### src/rtl/beta_ext_int_arbiter.sv
// Purpose : external interrupt arbiter; syncs sources, latches level/edge pending, picks lowest enabled id.
// Latency : src_i to ext_irq_o is SyncStages+1 edges; claim_i to claim_valid_o/claim_id_o is 1 edge.
// Backpr. : none; every claim is answered the next cycle (id 0 when nothing is eligible).
//
// Ports:
//   clk_i, rstn_i           core clock, synchronous active-low reset
//   src_i                   asynchronous interrupt lines, bit i-1 is source id i
//   cfg_we_i/addr/wdata     register writes: 0 ENABLE, 1 EDGE, 2 PENDING (OR-in), 3 INSERVICE (read-only)
//   cfg_rdata_o             combinational read of the register selected by cfg_addr_i
//   claim_i                 claim request; claim_valid_o pulses next cycle with claim_id_o
//   complete_i/complete_id_i retire an in-service id
//   ext_irq_o               registered OR of eligible sources
module beta_ext_int_arbiter #(
    parameter int NumSrc     = 8,
    parameter int IdWidth    = 4,
    parameter int SyncStages = 2
) (
    input  logic               clk_i,
    input  logic               rstn_i,
    input  logic [NumSrc-1:0]  src_i,
    input  logic               cfg_we_i,
    input  logic [1:0]         cfg_addr_i,
    input  logic [NumSrc-1:0]  cfg_wdata_i,
    output logic [NumSrc-1:0]  cfg_rdata_o,
    input  logic               claim_i,
    output logic               claim_valid_o,
    output logic [IdWidth-1:0] claim_id_o,
    input  logic               complete_i,
    input  logic [IdWidth-1:0] complete_id_i,
    output logic               ext_irq_o
);

    logic [NumSrc-1:0]  sync_q [SyncStages];
    logic [NumSrc-1:0]  s;
    logic [NumSrc-1:0]  s_q;
    logic [NumSrc-1:0]  rise;

    logic [NumSrc-1:0]  enable_q, enable_d;
    logic [NumSrc-1:0]  edge_q, edge_d;
    logic [NumSrc-1:0]  pending_q, pending_d;
    logic [NumSrc-1:0]  inservice_q, inservice_d;

    logic [NumSrc-1:0]  eligible;
    logic [NumSrc-1:0]  win_oh;
    logic [IdWidth-1:0] win_id;
    logic [NumSrc-1:0]  claim_oh;
    logic [NumSrc-1:0]  cmp_oh;
    logic [NumSrc-1:0]  mode_chg;
    logic [NumSrc-1:0]  sw_set;
    logic [NumSrc-1:0]  level_set;
    logic [NumSrc-1:0]  edge_set;

    logic               claim_valid_q;
    logic [IdWidth-1:0] claim_id_q;
    logic               ext_irq_q;

    assign s        = sync_q[SyncStages-1];
    assign rise     = s & ~s_q;
    assign eligible = pending_q & enable_q & ~inservice_q;

    // Fixed priority: walk from the top so the lowest set bit is the last one written.
    always_comb begin
        win_oh = '0;
        win_id = '0;
        for (int i = NumSrc - 1; i >= 0; i--) begin
            if (eligible[i]) begin
                win_oh    = '0;
                win_oh[i] = 1'b1;
                win_id    = IdWidth'(i + 1);
            end
        end
    end

    assign claim_oh = claim_i ? win_oh : '0;

    // Only an id that is actually in service can be retired; 0 and out-of-range ids match nothing.
    always_comb begin
        cmp_oh = '0;
        for (int i = 0; i < NumSrc; i++) begin
            if (complete_i && (complete_id_i == IdWidth'(i + 1))) begin
                cmp_oh[i] = inservice_q[i];
            end
        end
    end

    always_comb begin
        enable_d = enable_q;
        edge_d   = edge_q;
        mode_chg = '0;
        sw_set   = '0;
        if (cfg_we_i) begin
            case (cfg_addr_i)
                2'd0: enable_d = cfg_wdata_i;
                2'd1: begin
                    edge_d   = cfg_wdata_i;
                    mode_chg = edge_q ^ cfg_wdata_i;
                end
                2'd2: sw_set = cfg_wdata_i;
                default: ;
            endcase
        end
        // A level source being claimed this edge must not immediately re-pend;
        // it is blocked from then on by INSERVICE.
        level_set   = s & ~edge_q & ~inservice_q & ~claim_oh;
        edge_set    = rise & edge_q;
        // Sets beat the claim's clear; a mode flip discards whatever is pending on that bit.
        pending_d   = ((pending_q & ~claim_oh) | level_set | edge_set | sw_set) & ~mode_chg;
        // Claim's set is applied after complete's clear so it wins on the same id.
        inservice_d = (inservice_q & ~cmp_oh) | claim_oh;
    end

    always_ff @(posedge clk_i) begin
        if (!rstn_i) begin
            for (int j = 0; j < SyncStages; j++) begin
                sync_q[j] <= '0;
            end
            s_q           <= '0;
            enable_q      <= '0;
            edge_q        <= '0;
            pending_q     <= '0;
            inservice_q   <= '0;
            claim_valid_q <= 1'b0;
            claim_id_q    <= '0;
            ext_irq_q     <= 1'b0;
        end else begin
            sync_q[0] <= src_i;
            for (int j = 1; j < SyncStages; j++) begin
                sync_q[j] <= sync_q[j-1];
            end
            s_q           <= s;
            enable_q      <= enable_d;
            edge_q        <= edge_d;
            pending_q     <= pending_d;
            inservice_q   <= inservice_d;
            claim_valid_q <= claim_i;
            if (claim_i) begin
                claim_id_q <= win_id;
            end
            ext_irq_q     <= |eligible;
        end
    end

    always_comb begin
        cfg_rdata_o = '0;
        case (cfg_addr_i)
            2'd0:    cfg_rdata_o = enable_q;
            2'd1:    cfg_rdata_o = edge_q;
            2'd2:    cfg_rdata_o = pending_q;
            default: cfg_rdata_o = inservice_q;
        endcase
    end

    assign claim_valid_o = claim_valid_q;
    assign claim_id_o    = claim_id_q;
    assign ext_irq_o     = ext_irq_q;

endmodule

### config.mk
export PLATFORM = sky130hd
export DESIGN_NAME = beta_ext_int_arbiter
export DESIGN_NICKNAME = d
export VERILOG_FILES = /design/src/rtl/beta_ext_int_arbiter.sv
export SDC_FILE = /design/constraint.sdc
export NUM_CORES = 1
export LEC_CHECK = 0
export ABC_AREA = 1
export BUFFER_PORTS_ARGS = -buffer_cell sky130_fd_sc_hd__buf_2
export CORE_MARGIN = 4
export CORE_UTILIZATION = 55
export CTS_CLUSTER_SIZE = 8
export DETAILED_ROUTE_END_ITERATION = 8
export PLACE_DENSITY = 0.88
export SYNTH_ARGS = -nofsm -noshare
export SYNTH_HDL_FRONTEND = slang
export SYNTH_SLANG_ARGS = --single-unit
### constraint.sdc
create_clock -name clk_i -period 1.33 [get_ports clk_i]
set_input_delay 0.266 -clock clk_i [delete_from_list [all_inputs] [get_ports clk_i]]
set_output_delay 0.266 -clock clk_i [all_outputs]
set_load 0.02 [all_outputs]
==> results.sh <==
export IMPL_fin_crit_ns=1.51
export IMPL_drt_iter0_drc=249
export IMPL_cp_slowest_cell="sky130_fd_sc_hd__dfxtp_2"
export IMPL_cts_clk_slew_worst_paths_ns=0.07
export IMPL_floorplan_die_width_um=78.0
export IMPL_syn_inst=370
export IMPL_wire_length_per_cell_after_detailed_routing_um=13.9
export IMPL_max_slew_worst_pin_slew_ns=0.411
export IMPL_antenna_violations_before_repair=0
export IMPL_critPathBufInv=2
export IMPL_final_critical_path_setup_slack_ns=-0.179
export IMPL_holdPathStages=3
export IMPL_ff2ff_path_depth=7
export IMPL_critPathArrivalTime_ns=1.24
export IMPL_syn_area_mm2=0.00270
export IMPL_drt_pre_antenna_iters=5
export IMPL_synth_seq_area_share_pct=46.0
export IMPL_cp_data_required_time_ns=1.06
export IMPL_area_growth_pct=29.3
export IMPL_fin_worst_skew_ns=0.00559
export IMPL_sequential_cell_area_mm2=0.00126
export IMPL_setup_reg_to_reg_worst_slack_ns=0.06
export IMPL_placement_rows=25
export IMPL_clock_tree_buffer_depth=2
export IMPL_hpwl_um=4560
export IMPL_grt_first_pass_wirelength_um=11300
export IMPL_htree_num_levels=3
export IMPL_timing_hold_violations_final=0
export IMPL_rsz_0062_raised_after_global_routing="true"
export IMPL_place_detailed_instances=477
export IMPL_timing_critical_path_slowest_cell_delay_ns=0.33
export IMPL_ys_async_sr_fraction_pct=0
export IMPL_beginning_of_the_worst_register_to_register_path="inservice_q[2]"
export IMPL_max_cap_violations=0
export IMPL_dieArea_mm2=0.00609
export IMPL_start_util_pct=57.1
export IMPL_power_per_cell_area_mw_per_mm2=1270
export IMPL_num_nets_final=467
export IMPL_post_route_period_util_pct=113
export IMPL_grt_usage_pct=23.9
export IMPL_setup_worst_path_class="reg2out"
export IMPL_worst_path_max_fanout=2
export IMPL_antennaDiodeCount=0
export IMPL_critical_path_startpoint="edge_q[1]"
export IMPL_fin_hold_ws_ns=0.105
export IMPL_worstHoldEndpoint="sync_q[0][7]"
export IMPL_post_layout_nonfiller_instances=512
export IMPL_maxSlewViolCount=0
export IMPL_startpoint_type="flip-flop"
export IMPL_most_used_standard_cell_by_instance_count_after_synthesis="sky130_fd_sc_hd__nand2_1"
export IMPL_synth_edff_count=0
export IMPL_failed_checks="negative setup slack"
export IMPL_clk_latency_ns=0.34
export IMPL_timing_slew_headroom_pct=72.6
export IMPL_status="complete, but fails checks"
export IMPL_cts_sinks=62
export IMPL_number_of_global_route_vias_before_repair=2506
export IMPL_vias=2725
export IMPL_synthesis_area_per_instance_um2=7.29
export IMPL_final_setup_violation_count=8
export IMPL_globalRouteOverflowTotal=0
export IMPL_postSynthNetCount=397
export IMPL_achievable_frequency_mhz=663
export IMPL_synth_area_top_cells="sky130_fd_sc_hd__dfxtp_1 46%, sky130_fd_sc_hd__nand2_1 9.3%, sky130_fd_sc_hd__inv_1 8.6%"
export IMPL_ys_top_cells_by_count="67 x sky130_fd_sc_hd__nand2_1, 62 x sky130_fd_sc_hd__dfxtp_1, 62 x sky130_fd_sc_hd__inv_1"
export IMPL_io_buffer_count=40
export IMPL_tritoncts="done"
export IMPL_yosys_register_bits=62
export IMPL_worstHoldStart="src_i[7]"
export IMPL_layout_drive_gt1_share_pct=27.9
export IMPL_rr_endpoint="pending_q[3]"
export IMPL_synth_top_cell_area_share_pct=46.0
export IMPL_pin_count=41
export IMPL_largest_vdd_supply_drop_mv=0.912
export IMPL_coreArea_mm2=0.00472
export IMPL_ant_nets=0
export IMPL_crit_family="flip-flops"
export IMPL_end_kind="primary output"
export IMPL_fillCellCount=335
export IMPL_final_setup_tns_ns=-1.10
export IMPL_clock_root_buffer="sky130_fd_sc_hd__clkbuf_8"
export IMPL_synth_top_cell_by_area="sky130_fd_sc_hd__dfxtp_1"
export IMPL_drt_drc_violations_left=0
export IMPL_total_number_of_yosys_warnings=0
export IMPL_total_leakage_power_uw=0.00171
export IMPL_crit_path_cell_trace="inv_2, nor2_2, a221oi_2, o21ai_1, buf_4"
export IMPL_dieHeight_um=78.0
export IMPL_drt_total_wl_um=7130
export IMPL_worst_hold_path_type="in2reg"
export IMPL_netlist_cell_type_count=25
export IMPL_multi_input_area_mm2=0.00119
export IMPL_postSynth_topFlopCell="sky130_fd_sc_hd__dfxtp_1"
export IMPL_largest_net_degree_at_the_start_of_global_routing=26
export IMPL_last_weighted_congestion_value_of_the_routability_driven_placer=0.911
export IMPL_cts_buffers_inserted=9
export IMPL_routed_via_density=5.32
[power by group]
part	switching, uW	total (uW)	internal [uW]
clock network	706	1910	1210
logic	307	530	223
registers	50.6	1990	1940
[metal layers]
layer | share of wire, % | GRT usage, %
met5 | 0 | 0
met4 | 1.7 | 12.1
met3 | 7.0 | 5.62
met2 | 49 | 39.6
met1 | 43 | 28.9
[cell usage in the layout, fill, tap and decap left out, types with 4 or more instances in the layout]
| master | count |
|---|---|
| sky130_fd_sc_hd__dfxtp_1 | 49 |
| sky130_fd_sc_hd__o21ai_1 | 16 |
| sky130_fd_sc_hd__nor2_2 | 5 |
| sky130_fd_sc_hd__o21ai_0 | 27 |
| sky130_fd_sc_hd__dfxtp_2 | 13 |
| sky130_fd_sc_hd__buf_2 | 34 |
| sky130_fd_sc_hd__xnor2_1 | 8 |
| sky130_fd_sc_hd__a32oi_1 | 6 |
| sky130_fd_sc_hd__o31ai_1 | 4 |
| sky130_fd_sc_hd__nor2_1 | 36 |
| sky130_fd_sc_hd__a21oi_1 | 31 |
| sky130_fd_sc_hd__clkbuf_8 | 12 |
| sky130_fd_sc_hd__inv_1 | 52 |
| sky130_fd_sc_hd__nand3_1 | 16 |
| sky130_fd_sc_hd__inv_2 | 11 |
| sky130_fd_sc_hd__nand2_1 | 67 |
| sky130_fd_sc_hd__buf_4 | 31 |
| sky130_fd_sc_hd__a221oi_2 | 4 |
[worst max path at each step]
stage                          end  slack [ns]  depth (start not counted)
CTS                 cfg_rdata_o[3]       -0.17                          5
finish              cfg_rdata_o[1]       -0.18                          5
detailed placement  cfg_rdata_o[3]       -0.30                          7
floorplan           cfg_rdata_o[0]        0.02                          5
global route        cfg_rdata_o[3]       -0.23                          5
global placement    cfg_rdata_o[3]       -0.21                          7
[stage by stage]
step	util, %	total power, uW	setup slack, ns	instance area, um^2
floorplan	-	2300	0.0202	2700
global placement	64.1	2450	-0.214	3030
detailed placement	64.1	2470	-0.297	3030
CTS	72.7	4420	-0.168	3430
global route	73.8	4590	-0.229	3490
finish	73.8	4440	-0.179	3490
[state kept, by name, indices dropped and copies added (netlist names), 4 cells and up]
register and count:
claim_id_o 4, enable_q 8, edge_q 8, inservice_q 8
s_q 8, pending_q 8, sync_q 16
[tightest hold or removal path: cells and delay by family]
kind                   cells  cell delay [ns]
buffers and inverters      2             0.11
and+or+nand+nor            1             0.04
[timing repair]
| item | 4_1_cts | 5_1_grt |
|---|---|---|
| gates cloned | 0 | 0 |
| buffers inserted | 15 | 4 |
| endpoints found under the hold margin | 0 | 0 |
| pin swaps | 7 | 3 |
| endpoints found under the setup margin | 8 | 15 |
| gates resized for setup | 38 | 8 |
| hold buffers | 0 | 0 |
[cells by family after synthesis]
kind of cell	synth area share [%]
simple gates	20.3
compound gates	19.7
buf+inv	11.4
flops	46.0
xor+xnor	2.60
[cell type report]
type	instances	area share (%)
Tap cell	67	2.40
Sequential cell	62	36.1
Timing Repair Buffer	69	13.6
Multi-Input combinational cell	234	34.3
Clock inverter	3	1.87
Clock buffer	13	4.85
Inverter	64	6.93
Note: power is estimated with default switching activity, not from simulation.
